**src/rtl/baud_gen_frac.sv**
```systemverilog
// ---------------------------------------------------------------------------
// baud_gen_frac
//
// UART baud / oversample timing generator with a fractional divider.
//
// A divider counts PCLK cycles up to shadow_int + ext. The fractional
// accumulator adds shadow_frac on each oversample tick. Its carry (ext)
// stretches the next tick period by one PCLK. The result is an average
// tick period of shadow_int + 1 + shadow_frac / 2^FRAC_W PCLK.
//
// Two oversample counters run from the tick:
//   - the TX counter marks bit boundaries;
//   - the RX counter marks mid-bit sample points and is realigned by
//     rx_resync on the start-bit edge.
//
// Ports
//   PCLK            clock
//   PRESETN         asynchronous active-low reset
//   en              generator enable; low holds all counters at 0
//   cfg_load        one-cycle pulse; latches baud_int/baud_frac/osr and
//                   restarts every counter
//   baud_int        integer divisor minus 1
//   baud_frac       fractional divisor numerator
//   osr             oversample ticks per bit minus 1
//   rx_resync       one-cycle pulse; restarts the RX bit phase
//   os_tick         oversample tick, 1 PCLK wide
//   tx_baud_pulse   TX bit boundary, 1 PCLK wide
//   rx_sample_pulse RX mid-bit sample strobe, 1 PCLK wide
//   cfg_valid       a configuration has been loaded since reset
//
// Handshake note: there are no valid/ready pairs here. cfg_load and
// rx_resync are accepted unconditionally in the cycle they are high. The
// pulse outputs are single-cycle strobes and the consumer cannot stall
// them.
// ---------------------------------------------------------------------------
module baud_gen_frac #(
  parameter int DIV_W  = 16,
  parameter int FRAC_W = 4,
  parameter int OSR_W  = 5
) (
  input  logic              PCLK,
  input  logic              PRESETN,
  input  logic              en,
  input  logic              cfg_load,
  input  logic [DIV_W-1:0]  baud_int,
  input  logic [FRAC_W-1:0] baud_frac,
  input  logic [OSR_W-1:0]  osr,
  input  logic              rx_resync,
  output logic              os_tick,
  output logic              tx_baud_pulse,
  output logic              rx_sample_pulse,
  output logic              cfg_valid
);

  // Shadow configuration
  logic [DIV_W-1:0]  r_int;
  logic [FRAC_W-1:0] r_frac;
  logic [OSR_W-1:0]  r_osr;
  logic              r_cfg_valid;

  // Divider / accumulator / oversample counters
  logic [DIV_W:0]    r_div_cnt;
  logic [FRAC_W-1:0] r_frac_acc;
  logic              r_ext;
  logic [OSR_W-1:0]  r_tx_cnt;
  logic [OSR_W-1:0]  r_rx_cnt;

  logic              w_run;
  logic [DIV_W:0]    w_limit;
  logic [FRAC_W:0]   w_frac_sum;
  logic [OSR_W-1:0]  w_rx_mid;
  logic              w_tick;
  logic              w_tx_wrap;
  logic              w_rx_wrap;

  assign w_run = en & r_cfg_valid;

  // The limit is one bit wider than the divisor, so an all-ones shadow_int
  // plus an extension cycle does not wrap to a 1-cycle period.
  assign w_limit    = {1'b0, r_int} + {{DIV_W{1'b0}}, r_ext};
  assign w_frac_sum = {1'b0, r_frac_acc} + {1'b0, r_frac};
  assign w_rx_mid   = r_osr >> 1;

  // A cfg_load cycle restarts everything, so any tick it would coincide
  // with is dropped.
  assign w_tick    = w_run & ~cfg_load & (r_div_cnt == w_limit);
  assign w_tx_wrap = (r_tx_cnt == r_osr);
  assign w_rx_wrap = (r_rx_cnt == r_osr);

  assign os_tick         = w_tick;
  assign tx_baud_pulse   = w_tick & w_tx_wrap;
  assign rx_sample_pulse = w_tick & (r_rx_cnt == w_rx_mid) & ~rx_resync;
  assign cfg_valid       = r_cfg_valid;

  always_ff @(posedge PCLK or negedge PRESETN) begin
    if (!PRESETN) begin
      r_int       <= '0;
      r_frac      <= '0;
      r_osr       <= '0;
      r_cfg_valid <= 1'b0;
      r_div_cnt   <= '0;
      r_frac_acc  <= '0;
      r_ext       <= 1'b0;
      r_tx_cnt    <= '0;
      r_rx_cnt    <= '0;
    end else if (cfg_load) begin
      // A load is accepted regardless of en. It also outranks rx_resync
      // and os_tick.
      r_int       <= baud_int;
      r_frac      <= baud_frac;
      r_osr       <= osr;
      r_cfg_valid <= 1'b1;
      r_div_cnt   <= '0;
      r_frac_acc  <= '0;
      r_ext       <= 1'b0;
      r_tx_cnt    <= '0;
      r_rx_cnt    <= '0;
    end else if (!w_run) begin
      // Idle: hold counters at 0 so that the first tick after enable
      // arrives exactly shadow_int + 1 cycles later.
      r_div_cnt  <= '0;
      r_frac_acc <= '0;
      r_ext      <= 1'b0;
      r_tx_cnt   <= '0;
      r_rx_cnt   <= '0;
    end else begin
      if (w_tick) begin
        r_div_cnt  <= '0;
        r_frac_acc <= w_frac_sum[FRAC_W-1:0];
        r_ext      <= w_frac_sum[FRAC_W];
        r_tx_cnt   <= w_tx_wrap ? '0 : r_tx_cnt + 1'b1;
      end else begin
        r_div_cnt <= r_div_cnt + 1'b1;
      end

      // A resync wins over a coincident tick; that tick is not counted
      // for RX.
      if (rx_resync) begin
        r_rx_cnt <= '0;
      end else if (w_tick) begin
        r_rx_cnt <= w_rx_wrap ? '0 : r_rx_cnt + 1'b1;
      end
    end
  end

endmodule

```
**config.mk**
```make
export PLATFORM = sky130hd
export DESIGN_NAME = baud_gen_frac
export DESIGN_NICKNAME = d
export VERILOG_FILES = /design/src/rtl/baud_gen_frac.sv
export SDC_FILE = /design/constraint.sdc
export NUM_CORES = 1
export LEC_CHECK = 0
export CAP_MARGIN = 20
export CORE_ASPECT_RATIO = 0.8
export CORE_MARGIN = 1
export CORE_UTILIZATION = 48
export CTS_BUF_LIST = sky130_fd_sc_hd__clkbuf_8
export CTS_CLUSTER_SIZE = 40
export DETAILED_ROUTE_END_ITERATION = 12
export GPL_TIMING_DRIVEN = 0
export HOLD_SLACK_MARGIN = 0.02
export PLACE_DENSITY = 0.78
export SYNTH_ARGS = -nofsm -noshare
export SYNTH_HDL_FRONTEND = slang
export SYNTH_SLANG_ARGS = --single-unit
```
**constraint.sdc**
```tcl
create_clock -name PCLK -period 3 [get_ports PCLK]
set_clock_uncertainty 0.15 [all_clocks]
set_input_delay 0.45 -clock PCLK [delete_from_list [all_inputs] [get_ports PCLK]]
set_output_delay 0.45 -clock PCLK [all_outputs]
set_load 0.01 [all_outputs]
```
# [Yosys cells after proc, flatten, opt, wreduce, memory -nomap -nowiden]
# Index checks and enable logic that the tools add are counted.
[word_totals] mem_bits_ro=0 mem_bits_rw=0 out_inout_bits=4 n_memories=0 in_bits=30 ff_bits=58 latchBits=0 word_cells=46
[op_classes] n_eq_ne=6 div=0 n_shift=0 add_sub_neg=5 mul=0 n_lt_le_gt_ge=0 reduce_logical=0 n_mux=18 n_bitwise=8
[op_table] cell="2-to-1 mux 17 bit" count=3
[op_table] cell="2-to-1 mux 5 bit" count=9
[op_table] cell="adder 16 x 1 -> 17 bit" count=1
[op_table] cell="adder 17 x 1 -> 17 bit, second input constant" count=1
[op_table] cell="== test 17 bit" count=1
[op_table] cell="2-to-1 mux 4 bit" count=3
[op_table] cell="adder 5 x 1 -> 5 bit, second input constant" count=2
[op_table] cell="== test 5 bit" count=2
[op_table] cell="bitwise AND 1 bit" count=6
[op_table] cell="adder 4 x 4 -> 5 bit" count=1
[op_table] cell="== test 5 x 4 -> 1 bit" count=1
[op_table] cell="inequality test 4 x 3 -> 1 bit, second input constant" count=1
[op_table] cell="2-to-1 mux 1 bit" count=3
[op_table] cell="inequality test 3 x 2 -> 1 bit, second input constant" count=1
[op_table] cell="NOT 1 bit" count=2

# [Longest topological paths before layout]
# Gate-level depths: netlist of run 1.
[depth] ltp_word=7 ltp_mapped=11 depth_no_buf=10

# [Worst setup path after synthesis of run 1]
# No wires, ideal clock.
[synth_path] path_kind="flip-flop to output port" startpoint="register r_int[0]" endpoint="output port rx_sample_pulse" n_path_buf=0 stages_incl_launch_ff=11 arrival_time_ps=2430 required_ps=2400 path_slack_ps=-30 cell_sequence="dfrtp_1 ha_1 ha_1 nand2_1 or4_1 xnor2_1 a221oi_1 nor2_2 nor3_2 nand2b_1 nor2_1"
[synth_via] elab_chain_cells=5
[synth_lines] element="start, declared" line_no="56" text="logic [DIV_W-1:0] r_int;"
[synth_lines] element="start signal, assigned" line_no="109" text="r_int <= baud_int;"
[synth_lines] element="adder 16 x 1 -> 17 bit" line_no="80" text="assign w_limit = {1'b0, r_int} + {{DIV_W{1'b0}}, r_ext};"
[synth_lines] element="== test 17 bit" line_no="86" text="assign w_tick = w_run & ~cfg_load & (r_div_cnt == w_limit);"
[synth_lines] element="bitwise AND 1 bit" line_no="86"
[synth_lines] element="bitwise AND 1 bit (2 in series)" line_no="92" text="assign rx_sample_pulse = w_tick & (r_rx_cnt == w_rx_mid) & ~rx_resync;"
[synth_lines] element="end, declared" line_no="51" text="output logic rx_sample_pulse,"
# No other way between the ends.

# [Worst setup path in the final report of run 1]
[layout_path] startpoint="register r_ext" endpoint="output port rx_sample_pulse"
[layout_via] elab_chain_cells=5
[layout_lines] element="start, declared" line_no="64" text="logic r_ext;"
[layout_lines] element="start signal, assigned" line_no="130" text="r_ext <= w_frac_sum[FRAC_W];"
[layout_lines] element="adder 16 x 1 -> 17 bit" line_no="80"
[layout_lines] element="== test 17 bit" line_no="86"
[layout_lines] element="bitwise AND 1 bit" line_no="86"
[layout_lines] element="bitwise AND 1 bit (2 in series)" line_no="92"
# No other way between the ends.

==> results of run 1 <==
-- cells in the final DEF, fill, tap and decap left out, drive strengths merged, types with 5 or more instances in the layout --
cell,Yosys,routed
mux2,22,22
clkdlybuf4s50,0,29
a21oi,7,7
inv,8,9
nor2,26,26
nor3,25,25
o21ai,6,6
dfrtp,58,58
nand2,22,22
buf,6,29
xor2,25,25
nand4,11,11
clkbuf,8,21
ha,9,9
nand3,19,19
xnor2,26,26
nor4,5,5
-- power by group through the flow --
stage | Clock, mW | Combinational, mW | Sequential, mW
2_1_floorplan | 0 | 0.133 | 0.862
3_3_place_gp | 0 | 0.204 | 0.873
3_5_place_dp | 0 | 0.213 | 0.874
4_1_cts | 0.766 | 0.225 | 0.862
5_1_grt | 0.794 | 0.258 | 0.870
6_report | 0.752 | 0.236 | 0.866
-- layer usage --
layer	up-vias	share of wire	wire length, um
li1	1338	-	-
met1	1433	0.43	3750
met2	97	0.49	4300
met3	22	0.057	499
met4	0	0.024	210
met5	-	0	0
-- worst register-to-register path, stage by stage, from the launching register on --
cell,delay (ns)
dfrtp_1,0.41
ha_4,0.20
ha_4,0.16
buf_6,0.10
buf_6,0.09
nand3_1,0.11
nor2_1,0.24
a21oi_1,0.13
a221oi_2,0.29
nor2_2,0.11
nor3_4,0.22
buf_4,0.22
buf_12,0.15
mux2i_1,0.22
nor2_1,0.06
-- registers in the layout, indices dropped and copies added, names as in the netlist --
| signal | flops |
|---|---|
| cfg_valid | 1 |
| r_div_cnt | 17 |
| r_ext | 1 |
| r_frac | 4 |
| r_frac_acc | 4 |
| r_int | 16 |
| r_osr | 5 |
| r_rx_cnt | 5 |
| r_tx_cnt | 5 |
-- per-stage QoR --
stage	cell area (um2)	TNS, ns	power (mW)	cells	utilization
6_report	4510	-1.48	1.85	493	0.648
5_1_grt	4510	-4.00	1.92	493	0.648
4_1_cts	4400	-4.01	1.85	487	0.633
3_5_place_dp	3940	-4.97	1.09	456	0.567
3_3_place_gp	3930	-35.08	1.08	455	0.564
2_1_floorplan	3490	0	0.994	335	-
-- logic make-up (layout without fill, tap and decap cells) --
| logic type | after synthesis | count (layout) | synth area share |
|---|---|---|---|
| xor gates and xnor gates | 51 | 51 | 0.128 |
| adders and majority gates | 10 | 10 | 0.0381 |
| AOI/OAI and AO/OA | 40 | 40 | 0.0826 |
| buffers and inverters | 22 | 93 | 0.0334 |
| and+or+nand+nor | 128 | 128 | 0.218 |
| muxes | 26 | 26 | 0.0826 |
| DFF | 58 | 58 | 0.417 |
-- repair_timing --
| action | CTS | global route |
|---|---|---|
| buffers inserted | 19 | 8 |
| gates cloned | 1 | 2 |
| hold buffers | 1 | 0 |
| hold endpoints to repair | 19 | 0 |
| setup endpoints to repair | 35 | 35 |
| gates resized for setup | 40 | 12 |
| pin swaps | 10 | 8 |
-- worst max path at each step --
stage	start	cells past startpoint	endpoint	slack, ns
floorplan	r_int[0]$_DFFE_PN0P_	10	rx_sample_pulse	0.04
finish	r_ext$_DFFE_PN0P_	14	rx_sample_pulse	-0.51
global placement	r_int[0]$_DFFE_PN0P_	11	tx_baud_pulse	-0.70
global route	r_int[0]$_DFFE_PN0P_	14	rx_sample_pulse	-0.65
CTS	r_ext$_DFFE_PN0P_	12	tx_baud_pulse	-0.47
detailed placement	r_int[0]$_DFFE_PN0P_	11	tx_baud_pulse	-0.78
-- area by class of cell --
type                       instances  share of cell area
buffer                            14              0.0266
clock buffer                      11              0.0336
clock inverter                     5              0.0119
inverter                           8             0.00666
multi-input combinational        255               0.452
sequential                        58               0.322
tap                               87              0.0241
timing repair buffer              55               0.123
==> metrics.txt, run 1 <==
status=finished, violations left; violated checks=setup timing; I/O pin count=34; area share of the largest cell type after synthesis=0.417; sequential area share after synthesis=0.417; gr usage total=0.234; Yosys cell types=between 50 and 60; reg2reg start=r_ext$_DFFE_PN0P_; core area=0.00696 mm2; Worst Setup Start Kind=flop; Final Hold Vio Count=0; Hold Worst Slack=about 0.37 ns; cell family with most CP delay=simple AND/OR/NAND/NOR gates; Synth Net Count=roughly 380; CP Max Fanout=4; die height=78.2 um; EDFF count, synth=0; post-DR vias/cell=about 6; met1 GRT Util=0.301; crit path cell chain=ha_4 -> ha_4 -> buf_6 -> buf_6 -> nand3_1 -> nor2_1 -> a21oi_1 -> a221oi_2 -> nor2_2 -> nor3_4 -> nand2b_1 -> buf_4 -> nor2_2 -> buf_2; count leader, synth=dfrtp_1; clock latency on the worst-skew pair=0.35 ns; post-synthesis register bit count=58; clock-pin slew on the worst setup and hold paths=0.07 ns; Max Root-Sink Buffers=2; R2R cell count=14; vias in the first global route=between 2000 and 3000; Flop pwr share=0.467; Avg Cell Area, Syn=around 10 um2; Top FF cell, synth=dfrtp_1; Final Max Slew Viols=0; met2 GRT Util=0.384; Most Crowded Layer GR=met2; first-pass GRT wire length=roughly 14000 um; DR vias=2890; cell accounting for the most synthesized area=dfrtp_1; crit path DAT=2.91 ns; Yosys Warn Count=0; CP max-delay cell=dfrtp_1; Initial Util=0.501; GRT overflow=0; DRT Pass-1 Iters=5; Clk pwr share=0.406; WHS Path Cells=1; drt drc=0; worst hold-check path type=reg2reg; Die Footprint=approximately 0.0076 mm2; maxcap violations=0; Sequential Area=roughly 0.0015 mm2; PwrDens=roughly 410 mW/mm2; crit path time final=3.51 ns; Int Power=1.37 mW; hpwl dp=~5400 um; worst rel slew slack=0.497; CTS Buf Count=9; CTS Sinks=between 50 and 60; Slew @ Worst Pin=between 0.7 and 0.8 ns; period utilization=1.17; delay of the slowest critical-path stage=between 0.4 and 0.5 ns; n_diodes=0; fill count=about 530; FP Rows=27; met3 global-route usage=0.0588; ys async rst share=1.00; WS Path Type=reg2out; area of the multi-input gates=about 0.0020 mm2; fin nets=between 400 and 500; CP endpoint kind=primary output; initial antenna violation count=0; switching power of the nets=just under 500 uW; Leakage Power=1.82 nW; CTS tree=done; pre-CTS setup slack=-0.782 ns; hold path start=cfg_valid$_DFFE_PN0P_; routed length per instance=~18 um; port buffer count=33; RSZ-0062 raised after global routing=true; WL final=about 8800 um; Sw Ratio=0.264; Gate power share=0.128; Die W=slightly below 100 um; Mapped Area=0.00348 mm2; Worst EP required=between 2 and 2.5 ns; share of layout cells above drive strength 1=0.281; routability cong.=between 0.8 and 0.9; Worst VDD drop=0.263 mV; Post-synth top cells=dfrtp_1, xnor2_1, nor2_1, xor2_1; worst reg2reg setup slack=0 ns; Synth Instances=between 300 and 400; f_max=roughly 290 MHz; Setup violations, final=3; H-tree lvl count=3; Root Buffer=clkbuf_8; synth top area cells=dfrtp_1, mux2_2, xnor2_1; largest net degree at the start of global routing=40; min setup slack post-route=-0.509 ns; antenna viol nets, final=0; capturing point of the worst reg2reg path=r_tx_cnt[0]$_DFFE_PN0P_; hold endpoint=cfg_valid$_DFFE_PN0P_; 1st-iter DRT viols=between 150 and 200; synthesis-to-finish area growth=29.5%; WP buf/inv=4
Note: power is estimated with default switching activity, not from simulation.
==> run 2, diff against run 1 <==
- SLEW_MARGIN: unset -> 20
==> run 2 against run 1 <==
The flow still finishes with violations (setup timing). Power up 0.99%. Wire length increased by 6.5%. Sequential share of layout area decreased by 1.8 points. Maximum frequency shrank 1.1%. Sequential cell count is the same. Critical path depth fell by 2. Core utilization up 3.8 points. Worst setup slack got worse by 0.039 ns. Combinational power rose by 6%. Final cell count is 1.4% higher. Critical endpoint unchanged.
==> metrics.txt, run 2 (synthesis gave the netlist of run 1 again) <==
status=finished, violations left; violated checks=setup timing; FP Rows=27; Leakage Power=between 1.5 and 2 nW; worst rel slew slack=0.271; Most Crowded Layer GR=met2; port buffer count=33; PwrDens=slightly below 400 mW/mm2; post-DR vias/cell=just under 6; routed length per instance=18.7 um; clock-pin slew on the worst setup and hold paths=0.07 ns; max reg flops=17; first-pass GRT wire length=around 15000 um; DRT Pass-1 Iters=4; antenna viol nets, final=0; leading registers by flop count=r_div_cnt (17), r_int (16); clock latency on the worst-skew pair=around 0.36 ns; min setup slack post-route=-0.548 ns; largest net degree at the start of global routing=between 40 and 50; most common cell after layout, fill and taps aside=dfrtp_1; CP endpoint kind=primary output; vias in the first global route=around 2900; RSZ-0062 raised after global routing=true; most frequent cells in the layout=dfrtp_1, clkdlybuf4s50_1, xor2_1, xnor2_1, mux2_2; initial antenna violation count=0; Initial Util=0.501; WP buf/inv=3; core area=0.00696 mm2; CTS Buf Count=9; Final Power=1.87 mW; Final Max Slew Viols=0; GRT overflow=0; met3 global-route usage=0.0775; crit path DAT=roughly 3.0 ns; CTS tree=done; Max Root-Sink Buffers=2; H-tree lvl count=3; Worst VDD drop=between 0.2 and 0.3 mV; crit path time final=~3.5 ns; CP Max Fanout=4; synthesis-to-finish area growth=37.1%; period utilization=1.18; gr usage total=0.245; die height=a little under 80 um; delay of the slowest critical-path stage=just over 0.5 ns; CTS Sinks=58; Worst Setup Start Kind=flop; hpwl dp=approximately 5400 um; pre-CTS setup slack=-0.791 ns; WS Path Type=reg2out; maxcap violations=0; I/O pin count=34; Slew @ Worst Pin=1.09 ns; n_diodes=0; Most flops, register=r_div_cnt; met1 GRT Util=0.319; cell family with most CP delay=simple AND/OR/NAND/NOR gates; DR vias=a little under 3000; drt drc=0; fin nets=448; Worst EP required=between 2 and 2.5 ns; met2 GRT Util=0.401; 1st-iter DRT viols=between 200 and 250; Die W=around 97 um; Root Buffer=clkbuf_8; WL final=between 9000 and 10000 um; Final Hold Vio Count=0; worst hold-check path type=in2async; share of layout cells above drive strength 1=0.317; routability cong.=0.898; Setup violations, final=22; CP max-delay cell=or4b_1; Die Footprint=roughly 0.0076 mm2; f_max=between 200 and 300 MHz; crit path cell chain=ha_4 -> ha_4 -> nand2_4 -> buf_4 -> or4b_1 -> a21oi_2 -> nand4_1 -> nor3_4 -> nand2b_1 -> buf_4 -> nor2_2 -> buf_2
## run 2: power breakdown
group	leakage, nW	total, mW	internal (mW)	switching, mW
logic	1.06	0.250	0.128	0.122
registers	0.749	0.866	0.816	0.0501
clock network	0.0945	0.757	0.405	0.351
## run 2: final timing paths
check                                 startpoint                         to  slack [ns]  cells past startpoint
min in group PCLK          cfg_valid$_DFFE_PN0P_      cfg_valid$_DFFE_PN0P_        0.37                      1
max in group asynchronous                PRESETN    r_div_cnt[10]$_DFF_PN0_        1.88                      3
hold / removal                           PRESETN      r_int[15]$_DFFE_PN0P_        0.34                      2
hold reg to reg            cfg_valid$_DFFE_PN0P_      cfg_valid$_DFFE_PN0P_        0.37                      1
setup reg to reg            r_int[0]$_DFFE_PN0P_  r_frac_acc[3]$_DFFE_PN0P_       -0.11                     14
setup / recovery            r_int[0]$_DFFE_PN0P_            rx_sample_pulse       -0.55                     12
## run 2: repair_timing
action,in CTS,in global routing
hold buffers,1,0
gates cloned,3,1
pin swaps,11,30
hold endpoints to repair,14,0
setup buffers,19,15
setup endpoints to repair,35,35
resized for setup,42,44
## run 2: layout make-up
cell class                 instances  area, um2
buffer                            13        100
clock buffer                      10        138
clock inverter                     6       66.3
fill                             484       2180
inverter                           8       30.0
multi-input combinational        255       2190
sequential                        58       1450
tap                               87        109
timing repair buffer              63        694
## run 2: stage by stage
stage	cells	TNS, ns	hold WS (ns)	utilization	cell area (um2)
floorplan	335	0	0.00441	-	3490
global placement	455	-35.08	0.342	0.564	3930
detailed placement	456	-4.90	0.181	0.568	3950
CTS	493	-13.42	0.349	0.649	4520
global route	500	-6.13	0.360	0.686	4780
finish	500	-2.53	0.342	0.686	4780
## run 2: per-layer routing
metal	vias to the layer above	routed length [um]
li1	1358	-
met1	1492	4050
met2	97	4630
met3	16	508
met4	0	148
met5	-	0
